### src/rtl/cpu_pkg.sv
// Shared types and constants for the fetch front end.
// Entry layout, fetch FSM states and the ISA opcode field.
package cpu_pkg;

  localparam int ADDR_W  = 16;
  localparam int INSTR_W = 32;

  localparam logic [INSTR_W-1:0] HALT_WORD = 32'h0000_0000;

  // opcode lives in instr[31:29]
  localparam logic [2:0] OP_LW  = 3'b000;
  localparam logic [2:0] OP_SW  = 3'b001;
  localparam logic [2:0] OP_BEQ = 3'b010;
  localparam logic [2:0] OP_BLT = 3'b011;
  localparam logic [2:0] OP_ADD = 3'b100;
  localparam logic [2:0] OP_SUB = 3'b101;
  localparam logic [2:0] OP_AND = 3'b110;
  localparam logic [2:0] OP_OR  = 3'b111;

  typedef enum logic [1:0] {
    IDLE = 2'd0,
    RUN  = 2'd1,
    HALT = 2'd2
  } fetch_state_e;

  typedef struct packed {
    logic [ADDR_W-1:0]  pc;
    logic [INSTR_W-1:0] instr;
  } fetch_entry_t;

endpackage

### src/rtl/fetch_fifo.sv
// Small synchronous FIFO between fetch and decode.
// Flush empties it in one edge; a push when full is accepted only with a pop.
module fetch_fifo #(
  parameter int W     = 48,
  parameter int DEPTH = 2
) (
  input  logic         clk,
  input  logic         rst_n,
  input  logic         push_i,
  input  logic         pop_i,
  input  logic         flush_i,
  input  logic [W-1:0] data_i,
  output logic         full_o,
  output logic         empty_o,
  output logic [W-1:0] head_o
);

  localparam int PW = $clog2(DEPTH);
  localparam int CW = PW + 1;

  logic [W-1:0]  mem_q [DEPTH];
  logic [PW-1:0] wr_q, rd_q;
  logic [CW-1:0] cnt_q;
  logic          do_push, do_pop;

  assign full_o  = (cnt_q == CW'(DEPTH));
  assign empty_o = (cnt_q == '0);
  assign head_o  = mem_q[rd_q];
  assign do_push = push_i && (!full_o || pop_i);
  assign do_pop  = pop_i && !empty_o;

  always_ff @(posedge clk) begin
    if (!rst_n) begin
      wr_q  <= '0;
      rd_q  <= '0;
      cnt_q <= '0;
    end else if (flush_i) begin
      wr_q  <= '0;
      rd_q  <= '0;
      cnt_q <= '0;
    end else begin
      if (do_push) wr_q <= wr_q + 1'b1;
      if (do_pop)  rd_q <= rd_q + 1'b1;
      cnt_q <= cnt_q + CW'(do_push) - CW'(do_pop);
    end
  end

  // storage is cleared on reset so the head reads zero afterwards
  always_ff @(posedge clk) begin
    if (!rst_n) begin
      for (int i = 0; i < DEPTH; i++) mem_q[i] <= '0;
    end else if (do_push && !flush_i) begin
      mem_q[wr_q] <= data_i;
    end
  end

endmodule

### src/rtl/instruction_fetch.sv
// Fetch stage: PC, fetch FSM and push/redirect arbitration.
// Entries {pc, instr} are queued to decode through fetch_fifo.
module instruction_fetch
  import cpu_pkg::*;
#(
  parameter logic [ADDR_W-1:0] RESET_PC     = 16'h0000,
  parameter int                FIFO_DEPTH   = 2,
  parameter bit                HALT_ON_ZERO = 1'b1
) (
  input  logic               clk,
  input  logic               rst_n,
  input  logic               start,
  output logic [ADDR_W-1:0]  inst_address,
  input  logic [INSTR_W-1:0] inst_data,
  output logic               dec_valid,
  input  logic               dec_ready,
  output logic [INSTR_W-1:0] dec_instr,
  output logic [ADDR_W-1:0]  dec_pc,
  input  logic               redirect_valid,
  input  logic [ADDR_W-1:0]  redirect_pc,
  output logic               halted
);

  fetch_state_e      state_q, state_d;
  logic [ADDR_W-1:0] pc_q, pc_d;
  logic              push, pop, flush;
  logic              full, empty;
  fetch_entry_t      head, entry;

  assign inst_address = pc_q;
  assign dec_valid    = !empty;
  assign pop          = dec_valid && dec_ready;
  assign dec_pc       = head.pc;
  assign dec_instr    = head.instr;
  assign halted       = (state_q == HALT);
  assign entry        = '{pc: pc_q, instr: inst_data};

  always_comb begin
    state_d = state_q;
    pc_d    = pc_q;
    push    = 1'b0;
    flush   = 1'b0;
    if (redirect_valid) begin
      flush   = 1'b1;
      pc_d    = redirect_pc;
      state_d = RUN;
    end else begin
      unique case (state_q)
        IDLE: if (start) state_d = RUN;
        RUN: begin
          if (!full || pop) begin
            push = 1'b1;
            // the end marker is queued but nothing is fetched after it
            if (HALT_ON_ZERO && inst_data == HALT_WORD) state_d = HALT;
            else pc_d = pc_q + 1'b1;
          end
        end
        HALT: ;
        default: state_d = IDLE;
      endcase
    end
  end

  always_ff @(posedge clk) begin
    if (!rst_n) begin
      state_q <= IDLE;
      pc_q    <= RESET_PC;
    end else begin
      state_q <= state_d;
      pc_q    <= pc_d;
    end
  end

  fetch_fifo #(
    .W     ($bits(fetch_entry_t)),
    .DEPTH (FIFO_DEPTH)
  ) u_fifo (
    .clk     (clk),
    .rst_n   (rst_n),
    .push_i  (push),
    .pop_i   (pop),
    .flush_i (flush),
    .data_i  (entry),
    .full_o  (full),
    .empty_o (empty),
    .head_o  (head)
  );

endmodule

### config.mk
export PLATFORM = sky130hd
export DESIGN_NAME = instruction_fetch
export DESIGN_NICKNAME = d
export VERILOG_FILES = /design/src/rtl/cpu_pkg.sv /design/src/rtl/fetch_fifo.sv /design/src/rtl/instruction_fetch.sv
export SDC_FILE = /design/constraint.sdc
export NUM_CORES = 1
export LEC_CHECK = 0
export BUFFER_PORTS_ARGS = -buffer_cell sky130_fd_sc_hd__buf_2
export CAP_MARGIN = 5
export CORE_MARGIN = 1
export CORE_UTILIZATION = 45
export DETAILED_ROUTE_END_ITERATION = 12
export PLACE_DENSITY = 0.75
export SYNTH_ARGS = -nofsm -noshare
export SYNTH_HDL_FRONTEND = slang
export SYNTH_HIERARCHICAL = 1
export SYNTH_SLANG_ARGS = --single-unit
export TNS_END_PERCENT = 20
### constraint.sdc
create_clock -name clk -period 11.1 [get_ports clk]
set_clock_uncertainty 0.05 [all_clocks]
set_input_delay 2.22 -clock clk [delete_from_list [all_inputs] [get_ports clk]]
set_output_delay 2.22 -clock clk [all_outputs]
set_load 0.02 [all_outputs]
==> flow_summary.yaml <==
status:
  status: "finished, final reports clean"
routing:
  wl_per_cell_um: 16.3
  route.vias.total: 3860
  route.detailed.vias_per_inst: 5.24
  detail_route.wirelength_um: 12000
  route.detailed.drc: 0
  drt_first_pass_iters: 6
  ant_nets: 0
  drt_iter0_markers: 221
global_routing:
  via_count_of_the_first_global_routing_pass: 3877
  antenna_found_initial: 0
  pin_count_of_the_biggest_net_entering_global_routing: 51
  grt_first_pass_wirelength_um: 19000
  globalRouteTotalUtil_pct: 19.4
  grt_overflow_total: 0
clock_tree:
  cts_htree_levels: 4
  library_cell_used_as_clock_root_buffer: "sky130_fd_sc_hd__clkbuf_16"
  cts_resized: 0
  clk_latency_ps: 410
  cts_buffer_depth: 2
  worst_setup_hold_path_clk_slew_ps: 50
  clock_tree_from_tritoncts: "built"
  cts.repair_timing.setup_buffer_count: 0
  postCtsHoldBufs: 0
  numCtsBuffers: 17
  clkSinkCount: 119
timing:
  setup_viol: 0
  grt_setup_unrepaired: "false"
  timing.final.hold_violations: 0
  setup_total_negative_slack_ps: 0
  fin_crit_sh_pct: 39.8
  timing.final.crit_period_ps: 4420
  drv_slew: 0
  timing_worst_slew_pin_value_ps: 1160
  hold_slack_ps: 499
  relSlewSlack_pct: 22.3
  achievable-frequency_ghz: 0.226
layout:
  finalNetCount: 612
  postLayoutCellArea_sq_um: 6990
  synthToLayoutAreaGrowth_pct: 24.3
  final_layout_size_suffix_gt1_share_pct: 37.6
  final_common_cell: "sky130_fd_sc_hd__buf_2"
  layout_common_cells: "118 x sky130_fd_sc_hd__buf_2, 102 x sky130_fd_sc_hd__and2_1, 96 x sky130_fd_sc_hd__edfxtp_1"
  layout.filler_cells: 1034
  antenna_cells: 0
pwr:
  total_leakage_power_uw: 0.00284
  power_density_nw_per_um2: 165
  vdd_drop_max_mv: 0.0891
critical_path:
  crit_path_start_kind: "input pin"
  critical_path.endpoint: "u_fifo/mem_q[0][7]"
  max_stage_delay_ps: 570
  path_depth_of_the_worst_reg2reg_path: 7
  worst-path-max-fanout: 50
  crit_path_cell_trace: "buf_2, nand2b_4, a2111oi_4, nor4b_4, buf_4, nand2b_2, buf_4"
  worst_path_max_delay_cell: "sky130_fd_sc_hd__a2111oi_4"
  cp_top_family: "buffers and inverters"
  worstReg2RegStart: "u_fifo/cnt_q[0]"
  setup.worst_path.end_class: "flip-flop"
  path_common_cell: "sky130_fd_sc_hd__buf_4"
  worstPathArrival_ps: 4400
  worstReg2RegEnd: "u_fifo/mem_q[0][7]"
  worst-setup-path-type: "input pin to flip-flop"
  number_of_stages_on_the_worst_setup_path: 7
  startpoint: "dec_ready"
  timing.critical_path.buf_inv: 3
  reg2reg_slack_ps: 7970
  timing.critical_path.required_ps: 11080
synth:
  synth.distinct_cells: 56
  syn_inst_count: 435
  synth_seq_cells: 119
  synth-warning-count: 6
  syn_avg_cell_area_sq_um: 12.9
  syn_area_sq_um: 5620
  synth.yosys.seq_area_share_pct: 59.5
  syn-num-nets: 491
floorplanning:
  design.die.area_sq_um: 12900
  die_h_um: 114
  start_util_pct: 46.4
  core_area_sq_um: 12100
  std_cell_rows: 40
  width_of_the_chip_um: 114
  io_pins: 119
placed_design:
  finalWeightedCongestion: 0.905
  place_hpwl_um: 7880
  place.port_buffers: 118
  dpl-instance-area_sq_um: 6360
run:
  maxCapViolations: 0
min_path:
  worst_hold_path_type: "flip-flop to flip-flop"
-- worst min path at each step --
stage,from,end,cells after the start
floorplan,u_fifo/rd_q,flip-flop,2
global placement,u_fifo/rd_q,u_fifo/rd_q,2
detailed placement,u_fifo/rd_q,flip-flop,2
CTS,u_fifo/rd_q,u_fifo/rd_q,2
global route,u_fifo/rd_q,u_fifo/rd_q,2
finish,u_fifo/rd_q,u_fifo/rd_q,2
-- stage by stage --
stage	power (uW)	cells	setup slack (ps)	utilization [%]
after detailed placement	608	705	6290	52.5
after floorplan	571	435	4100	-
after global routing	1190	737	6540	57.7
after CTS	1160	737	6660	57.7
after global placement	605	705	6290	52.5
final	1150	737	6680	57.7
-- logic make-up (layout without fill, tap and decap cells) --
| family | Yosys count | in the layout | share of synthesized area [%] |
|---|---|---|---|
| buffers and inverters | 30 | 164 | 2.63 |
| muxes | 50 | 50 | 9.97 |
| AOI/OAI and AO/OA | 50 | 50 | 6.52 |
| DFF | 119 | 119 | 59.5 |
| xor gates and xnor gates | 5 | 5 | 0.779 |
| and+or+nand+nor | 178 | 178 | 20.0 |
| adders and majority gates | 3 | 3 | 0.668 |
-- area by class of cell --
| class | instances | area, sq um | area share, % |
|---|---|---|---|
| sequential | 119 | 3340 | 47.9 |
| multi-input combinational | 286 | 2150 | 30.8 |
| timing repair buffer | 122 | 621 | 8.88 |
| clock buffer | 29 | 607 | 8.68 |
| tap | 168 | 210 | 3.01 |
| inverter | 10 | 37.5 | 0.537 |
| clock inverter | 3 | 18.8 | 0.269 |
-- report_power, final --
part / switching (uW) / internal (uW) / total (uW)
combinational: 52.0 / 32.7 / 84.7
sequential: 13.1 / 502 / 515
clock: 180 / 370 / 551
-- layer usage --
layer / share of wire (%) / global-route usage [%] / up-vias / wire, um
li1: - / - / 1834 / -
met1: 42 / 25.1 / 1859 / 5050
met2: 50 / 31.7 / 152 / 5980
met3: 6.4 / 4.89 / 15 / 763
met4: 1.6 / 7.53 / 0 / 192
met5: 0 / 0 / - / 0
-- registers in the layout, summed over array words and instances (netlist names), named ones only --
signal	cells
u_fifo/mem_q	96
inst_address	16
state_q	2
u_fifo/cnt_q	2
u_fifo/rd_q	1
u_fifo/wr_q	1
-- cells in the mapped netlist, drive strengths merged --
master / count / share of area (%)
a311oi: 1 / 0.16
edfxtp: 96 / 51
xor2: 4 / 0.62
and3: 1 / 0.11
mux2i: 2 / 0.36
clkbuf: 12 / 0.91
o31ai: 3 / 0.40
a2111oi: 1 / 0.49
and2: 103 / 11
dfxtp: 23 / 8.2
mux2: 48 / 9.6
o31a: 4 / 0.65
or3b: 1 / 0.16
or2: 2 / 0.22
nor3: 2 / 0.18
nand2: 9 / 0.60
nand3: 11 / 1.2
nor4: 10 / 1.1
o21bai: 1 / 0.13
nor3b: 3 / 0.69
xnor2: 1 / 0.16
o21a: 2 / 0.27
buf: 8 / 1.0
a21boi: 1 / 0.20
a221oi: 1 / 0.16
a21oi: 9 / 0.80
ha: 3 / 0.67
or3: 2 / 0.31
nor2: 12 / 0.80
inv: 10 / 0.67
nand4b: 1 / 0.16
a211o: 1 / 0.16
o21ai: 10 / 1.0
o22ai: 1 / 0.11
nor2b: 5 / 0.56
o311a: 1 / 0.18
nand4: 4 / 0.45
a31oi: 8 / 0.89
nand2b: 6 / 0.80
a22o: 3 / 0.47
o2111ai: 2 / 0.31
nor4b: 2 / 0.58
a22oi: 1 / 0.13
nand3b: 1 / 0.13
and4: 3 / 0.47
-- worst min-delay path, stage by stage, from the launching register on --
cell	delay, ps
sky130_fd_sc_hd__dfxtp_1	340
sky130_fd_sc_hd__xnor2_1	100
sky130_fd_sc_hd__nor2_1	80
Power figures use the tool's default switching activity.
